File: config.mk
export PLATFORM = sky130hd
export DESIGN_NAME = tdm_demux
export DESIGN_NICKNAME = d
export VERILOG_FILES = /design/src/rtl/tdm_demux.sv
export SDC_FILE = /design/constraint.sdc
export NUM_CORES = 1
export LEC_CHECK = 0
export ABC_AREA = 1
export CORE_MARGIN = 2
export CORE_UTILIZATION = 44
export DETAILED_ROUTE_END_ITERATION = 10
export MAX_ROUTING_LAYER = met4
export PLACE_DENSITY_LB_ADDON = 0.12
export RECOVER_POWER = 25
export SYNTH_ARGS = -nofsm -noshare
export SYNTH_HDL_FRONTEND = slang
export SYNTH_SLANG_ARGS = --single-unit
File: constraint.sdc
create_clock -name clock -period 1.2 [get_ports clock]
set_input_delay 0.18 -clock clock [delete_from_list [all_inputs] [get_ports clock]]
set_output_delay 0.18 -clock clock [all_outputs]
set_load 0.02 [all_outputs]
File: src/rtl/tdm_demux.sv
// ============================================================================
// tdm_demux : serial TDM receiver. It locks to fsync, collects one slot per
// clock and presents each completed frame on registered outputs.
// Optional build macro: TDM_DEMUX_PARITY_EN (adds an even-parity slot).
// Revision: 1.0
// ============================================================================
`default_nettype none

module tdm_demux #(
  parameter int CHANNELS = 4
) (
  input  logic                clock,
  input  logic                resetn,
  input  logic                din,
  input  logic                fsync,
  output logic [CHANNELS-1:0] dout,
  output logic                frame_valid,
  output logic                locked,
  output logic                sync_err,
  output logic                parity_err
);

  localparam int c_cnt_w = $clog2(CHANNELS + 1);
`ifdef TDM_DEMUX_PARITY_EN
  localparam int c_frame_len = CHANNELS + 1;
`else
  localparam int c_frame_len = CHANNELS;
`endif
  // Every slot except the last is held here; the last slot is used straight from din.
  localparam int                 c_shadow_w = c_frame_len - 1;
  localparam logic [c_cnt_w-1:0] c_last     = c_cnt_w'(c_frame_len - 1);
  localparam logic [c_cnt_w-1:0] c_one      = c_cnt_w'(1);

  typedef enum logic [0:0] {
    HUNT   = 1'b0,
    LOCKED = 1'b1
  } state_t;

  state_t                r_state, w_state_nxt;
  logic [c_cnt_w-1:0]    r_cnt, w_cnt_nxt;
  logic [c_shadow_w-1:0] r_shadow, w_shadow_nxt;
  logic [CHANNELS-1:0]   w_dout_nxt;
  logic                  w_fv_nxt, w_serr_nxt, w_perr_nxt;
  logic [CHANNELS-1:0]   w_frame;
  logic                  w_frame_ok;

`ifdef TDM_DEMUX_PARITY_EN
  assign w_frame    = r_shadow;
  assign w_frame_ok = ~(^{din, r_shadow});
`else
  assign w_frame    = {din, r_shadow};
  assign w_frame_ok = 1'b1;
`endif

  assign locked = (r_state == LOCKED);

  always_comb begin
    w_state_nxt  = r_state;
    w_cnt_nxt    = r_cnt;
    w_shadow_nxt = r_shadow;
    w_dout_nxt   = dout;
    w_fv_nxt     = 1'b0;
    w_serr_nxt   = 1'b0;
    w_perr_nxt   = 1'b0;
    case (r_state)
      HUNT: begin
        if (fsync) begin
          w_shadow_nxt[0] = din;
          w_cnt_nxt       = c_one;
          w_state_nxt     = LOCKED;
        end
      end
      LOCKED: begin
        if (fsync) begin
          // A strobe anywhere but slot 0 restarts the frame at this cycle.
          w_serr_nxt      = (r_cnt != '0);
          w_shadow_nxt[0] = din;
          w_cnt_nxt       = c_one;
        end else if (r_cnt == '0) begin
          w_serr_nxt  = 1'b1;
          w_state_nxt = HUNT;
        end else if (r_cnt == c_last) begin
          w_cnt_nxt = '0;
          if (w_frame_ok) begin
            w_dout_nxt = w_frame;
            w_fv_nxt   = 1'b1;
          end else begin
            w_perr_nxt = 1'b1;
          end
        end else begin
          for (int k = 1; k < c_shadow_w; k++) begin
            if (r_cnt == c_cnt_w'(k)) w_shadow_nxt[k] = din;
          end
          w_cnt_nxt = r_cnt + c_one;
        end
      end
      default: w_state_nxt = HUNT;
    endcase
  end

  always_ff @(posedge clock or negedge resetn) begin
    if (!resetn) begin
      r_state     <= HUNT;
      r_cnt       <= '0;
      r_shadow    <= '0;
      dout        <= '0;
      frame_valid <= 1'b0;
      sync_err    <= 1'b0;
      parity_err  <= 1'b0;
    end else begin
      r_state     <= w_state_nxt;
      r_cnt       <= w_cnt_nxt;
      r_shadow    <= w_shadow_nxt;
      dout        <= w_dout_nxt;
      frame_valid <= w_fv_nxt;
      sync_err    <= w_serr_nxt;
      parity_err  <= w_perr_nxt;
    end
  end

endmodule

`default_nettype wire
==> results of run 1 <==
-- registers in the layout (all words and copies together) (netlist names) --
signal       count
dout             4
frame_valid      1
locked           1
r_cnt            3
r_shadow         3
sync_err         1
-- through the flow --
stage          setup TNS, ns  utilization
2_1_floorplan              0            -
3_3_place_gp         -0.3009       0.6092
3_5_place_dp         -0.4585       0.6092
4_1_cts             -0.06602       0.6395
5_1_grt              -0.6029       0.6689
6_report                   0       0.6689
-- worst min path at each step --
| stage | from | endpoint | slack (ns) | cells after the start |
|---|---|---|---|---|
| after CTS | resetn | dout[3] | 0.20 | 2 |
| final | resetn | r_cnt[2] | 0.45 | 2 |
| after detailed placement | r_shadow[2] | r_shadow[2] | 0.47 | 2 |
| after global placement | r_shadow[2] | r_shadow[2] | 0.47 | 2 |
| after floorplan | resetn | dout[0] | -0.12 | 0 |
| after global routing | r_shadow[2] | r_shadow[2] | 0.51 | 2 |
-- worst register-to-register path, cell delays in order (launching register included) --
cell     delay, ns
dfrtp_1       0.39
inv_2         0.07
ha_4          0.18
buf_6         0.12
o21ai_4       0.14
nand3_1       0.09
nand2_1       0.07
nand2_1       0.04
-- area by class of cell --
type | instances | area (um2) | share of cell area
Multi-Input combinational cell | 49 | 371.6 | 0.3731
Tap cell | 16 | 20.02 | 0.02010
Sequential cell | 13 | 325.3 | 0.3266
Timing Repair Buffer | 24 | 200.2 | 0.2010
Inverter | 14 | 52.55 | 0.05276
Clock buffer | 4 | 26.28 | 0.02638
-- per-layer routing --
layer / vias to the layer above / GRT usage
met3: 4 / 0.04167
met2: 10 / 0.2687
met5: - / -
met4: 0 / 0.1091
li1: 294 / -
met1: 268 / 0.2158
-- repair_timing --
item                                    CTS  global route
pin swaps                                 0             4
buffers inserted                          1             0
resized for setup                        11            14
endpoints found under the setup margin   14            10
-- cells by family after synthesis --
| kind of cell | count (synthesis) |
|---|---|
| fa+ha+maj | 6 |
| simple gates | 33 |
| flops | 13 |
| buf+inv | 15 |
| compound gates | 9 |
| other cells | 1 |
-- placed cells by master, fill, tap and decap left out --
cell,instances
dlygate4sd2_1,7
buf_6,2
nand2_2,1
inv_1,9
nor2_4,2
nand3_4,1
ha_1,2
nand3_1,3
ha_4,2
dfrtp_1,13
clkbuf_1,2
nor3_2,1
o21ai_1,6
nand4_1,2
o21ai_0,1
clkdlybuf4s50_1,2
nand2_4,3
nor2_1,1
conb_1,1
buf_4,11
ha_2,2
nor2_2,2
o21ai_4,1
nand3_2,1
inv_2,5
dlygate4sd3_1,1
clkbuf_4,3
a211oi_1,1
nand2_1,16
-- power breakdown --
| group | internal [mW] | switching, mW | total, mW |
|---|---|---|---|
| clock | 0.129 | 0.145 | 0.273 |
| combinational | 0.566 | 0.650 | 1.22 |
| sequential | 0.587 | 0.0775 | 0.665 |
==> results.cfg, run 1 <==
[clock_network]
clockBufferDepth = 2
cts_tree = yes
clockRootBuffer = clkbuf_4
cts.clk_slew.worst_paths_ns = 0.08
cts_sinks = 13
cts_inserted_buffers = 3
cts-hold-fix-buffers = 0
worstSkewPairLatency_ns = 0.28
ctsHtreeMaxLevel = 1

[die]
ioPinCount = 12
die_h_um = 43.44
core_mm2 = 0.001489
rows = 14
initial_core_util = 0.4597
dieArea_mm2 = 0.001887
chipWidth_um = 43.44

[global_routing]
first_global_vias = 557
antenna_found_initial = 0
grt_first_pass_wirelength_um = 2346
gr-total-overflow = 0
grt_util_all_layers = 0.1786
grt_max_degree = 14

[critical_path]
crit_path_start_kind = register
worstSetupPathType = register to register
cp_num_cells = 7
critPathMaxStageDelay_ns = 0.39
crit_family = flip-flops
r2r_cells = 7
path_cells = inv_2, ha_4, buf_6, o21ai_4, nand3_1, nand2_1, nand2_1
cp-end-kind = register
cp_num_buf_inv = 2
critPathLaunch = r_cnt[1]
r2r_end = r_shadow[2]
worstSetupEndpoint = r_shadow[2]
rrSetupSlack_ns = 0.001
reg2reg_from = r_cnt[1]
required_ns = 1.38
critical_path.most_common_cell = nand2_1
slowest_stage = dfrtp_1
worstPathArrival_ns = 1.37
path_max_fanout = 4

[placed_design]
io_buffers = 10
dpl_cell_area_um2 = 907.1
dp.cells = 115
dp_worst_setup_slack_ns = -0.08595
place_congestion = 0.7842
dp_hpwl_um = 989.1

[timing]
fin_skew_ns = 0.004534
fmax_mhz = 834.3
grt_setup_unrepaired = yes
fin_crit_sh = 0.9988
tightest_slew_ns = 0.7067
drv_slew = 0
hold_viol_final = 0
fin_crit_ns = 1.199
finalSetupViolCount = 0
slew_headroom = 0.5289
timing.hold.ws_ns = 0.4545
finalWorstSetupSlack_ns = 0.001448

[synth]
synth_nets = 87
synth_compound_area_frac = 0.07495
synth_edf_count = 0
synthArstFlopShare = 1.000
synth_top_family_by_area = simple AND/OR/NAND/NOR gates
syn_area_per_cell_um2 = 8.888
synthAdderAreaFrac = 0.1097
synthTopCellsByArea = dfrtp_1 (48%), ha_1 (11%), nand2_1 (9.3%)
synth_cell_type_count = 19
synthMostInstantiatedCell = nand2_1
synth_mux_area_frac = 0
yosys.area.top_type = dfrtp_1
syn-cell-area_um2 = 684.4
syn_inst = 77
synth_top_area_frac = 0.4753
synth_common_cells = nand2_1 (17), dfrtp_1 (13), inv_1 (12)
synth_simple_gate_area_frac = 0.2468
ys_seq_area_frac = 0.4753
ys.flop_type = dfrtp_1
ys_ff_latch = 13
yosysWarnings = 0
synth-xor-area-share = 0

[power_and_ir_drop]
p_per_area_mw_per_mm2 = 2163
cellLeakagePower_nw = 0.5098
p_total_mw = 2.154
worst_ir_drop_vdd_v = 0.001213

[finish]
design_area_um2 = 996.0
diodes = 0
drive_above_1_share = 0.3558
fill_cells = 126
stdcell_count = 120
final_nets = 115
area_delta_synth_final_pct = 45.52

[drt]
drc = 0
wl_met1_um = 589
vias_per_cell = 4.800
highest_layer = met4
vias = 576
met2_length_um = 628
wl_met3_um = 33
firstDrtPassIters = 2
drtAntennaViolNets = 0
wl_per_cell_um = 10.74
route.final.wire_length_um = 1289
drt_iter0_drc = 1

[outcome]
outcome = finished clean

[hold_path]
worstHoldPathType = input port to async pin

[job]
cap_violations = 0
(Power assumes the default switching activity.)
==> inputs of run 2 (changes only) <==
HOLD_SLACK_MARGIN = 0.05   (was default)
==> results of run 2 <==
The final DEF is identical to that of run 1; final timing and power are the same.
==> inputs of run 3 (changes only) <==
CORE_UTILIZATION = 30   (was 44)
==> run 3 against run 2 <==
Effect of this change:
- the run now ends with negative setup slack left
- first-iteration DRC count grew to 3.0 times the previous value
- routed wire length grew 3.9%
- maximum frequency fell by 2.7%
- hold slack better by 0.0071 ns
- via count fell by 1.6%
- final area grew 3.5%
- critical path depth is the same
- power grew 2.7%
- critical path type unchanged
- largest power group unchanged
==> results.cfg, run 3 (synthesized netlist as in run 1, its figures left out) <==
[outcome]
outcome = finished, violations left
violations = negative setup slack

[clock_network]
cts.clk_slew.worst_paths_ns = 0.08
cts_sinks = 13
clockBufferDepth = 2
cts_inserted_buffers = 3
cts_tree = yes
clockRootBuffer = clkbuf_4
ctsHtreeMaxLevel = 1
worstSkewPairLatency_ns = 0.28

[power_and_ir_drop]
intPower_mw = 1.311
cellLeakagePower_nw = 0.5089
power.share.clock = 0.123
p_per_area_mw_per_mm2 = 2146
power.switching_uw = 902.2
combPwrFrac = 0.569
p_total_mw = 2.213
p_seq_frac = 0.308
switching_share = 0.4077
worst_ir_drop_vdd_v = 0.001691

[finish]
regMostFlops = dout
area_delta_synth_final_pct = 50.64
final_cell_mix = nand2_1 (16), dfrtp_1 (12), buf_4 (10), inv_1 (9), o21ai_1 (6)
design_area_mm2 = 0.001031
largest_reg_flops = 4
final_common_cell = nand2_1
seqCellArea_um2 = 326.6
fill_cells = 224
multi_input_area_um2 = 384.1
drive_above_1_share = 0.3654
utilization = 0.4706
reg_top3 = dout: 4 flops, r_cnt: 3 flops, r_shadow: 3 flops
final_nets = 115
stdcell_count = 132
diodes = 0

[critical_path]
worstPathArrival_ns = 1.40
critical_path.most_common_cell = nand2_1
path_max_fanout = 4
critPathMaxStageDelay_ns = 0.40
reg2reg_from = r_cnt[1]
rrSetupSlack_ns = -0.03
r2r_end = r_shadow[2]
required_ns = 1.37
slowest_stage = dfrtp_1
crit_path_start_kind = register
worstSetupPathType = register to register
cp-end-kind = register
path_cells = inv_2, ha_4, buf_6, o21ai_4, nand3_2, nand2_1, nand2_1
r2r_cells = 7

[placed_design]
dp.cells = 127
dp_hpwl_um = 1021
dp_worst_setup_slack_ns = -0.09514
place_congestion = 0.6860
io_buffers = 10
dpl_cell_area_um2 = 922.1

[drt]
drc = 0
vias = 567
vias_per_cell = 4.295
route.final.wire_length_um = 1339
wl_per_cell_um = 10.14
drt_iter0_drc = 3
drtAntennaViolNets = 0
firstDrtPassIters = 4

[timing]
hold_viol_final = 0
fmax_mhz = 811.9
finalSetupViolCount = 6
fin_skew_ns = 0.006407
tightest_slew_ns = 0.7176
fin_crit_sh = 1.026
totalNegativeSetupSlack_ns = -0.09934
timing.hold.ws_ns = 0.4615
finalWorstSetupSlack_ns = -0.03166
slew_headroom = 0.5216
drv_slew = 0
fin_crit_ns = 1.232
grt_setup_unrepaired = yes

[die]
die_h_um = 51.77
chipWidth_um = 51.77
initial_core_util = 0.3124
core_mm2 = 0.002191
rows = 17
dieArea_mm2 = 0.002680
ioPinCount = 12

[global_routing]
grt_first_pass_wirelength_um = 2346
grt_max_degree = 14
antenna_found_initial = 0
gr-total-overflow = 0
first_global_vias = 533
grt_util_all_layers = 0.1233

[job]
cap_violations = 0

[hold_path]
worstHoldPathType = input port to async pin
run 3: worst max-delay path: cells and delay by family (launching register included):
family,cells,cell delay (ns)
adder cells (fa/ha/maj),1,0.17
AND/OR/NAND/NOR,3,0.19
buffers and inverters,2,0.19
AO/OA/AOI/OAI,1,0.17
flip-flops,1,0.40
run 3: cell type report:
cell class | count | share of cell area
well taps | 28 | 0.03398
repair buffers | 24 | 0.2002
multi-input cells | 49 | 0.3726
clock buffers | 4 | 0.02549
inverters | 14 | 0.05097
flip-flops and latches | 13 | 0.3167
run 3: worst max-delay path by stage:
stage | endpoint | slack [ns] | start
after global placement | dout[1] | -0.06 | fsync
final | r_shadow[2] | -0.03 | r_cnt[1]
after global routing | r_shadow[1] | -0.13 | r_cnt[1]
after detailed placement | dout[2] | -0.1 | fsync
after CTS | r_shadow[2] | -0.04 | r_cnt[0]
after floorplan | dout[0] | 0.009 | r_cnt[1]
run 3: metal layers:
layer,vias up,share of wire,track usage,wire (um)
met3,2,0.047,0.04310,63
met4,0,0.0090,0.02632,12
li1,293,-,-,-
met1,260,0.43,0.1354,576
met2,12,0.51,0.2158,687
met5,-,0,-,0
run 3: power groups by stage:
stage | Combinational (mW) | Sequential (mW) | Clock (mW)
floorplan | 0.486 | 0.811 | 0
global placement | 1.12 | 0.681 | 0
detailed placement | 1.13 | 0.681 | 0
CTS | 1.10 | 0.670 | 0.288
global route | 1.39 | 0.704 | 0.308
finish | 1.26 | 0.682 | 0.272
run 3: what timing repair did:
action                                 4_1_cts  5_1_grt
pin swaps                                    0        7
buffers inserted                             0        1
endpoints found under the hold margin        0        0
resized for setup                           11       19
setup endpoints to repair                   13       12
hold buffers                                 0        0
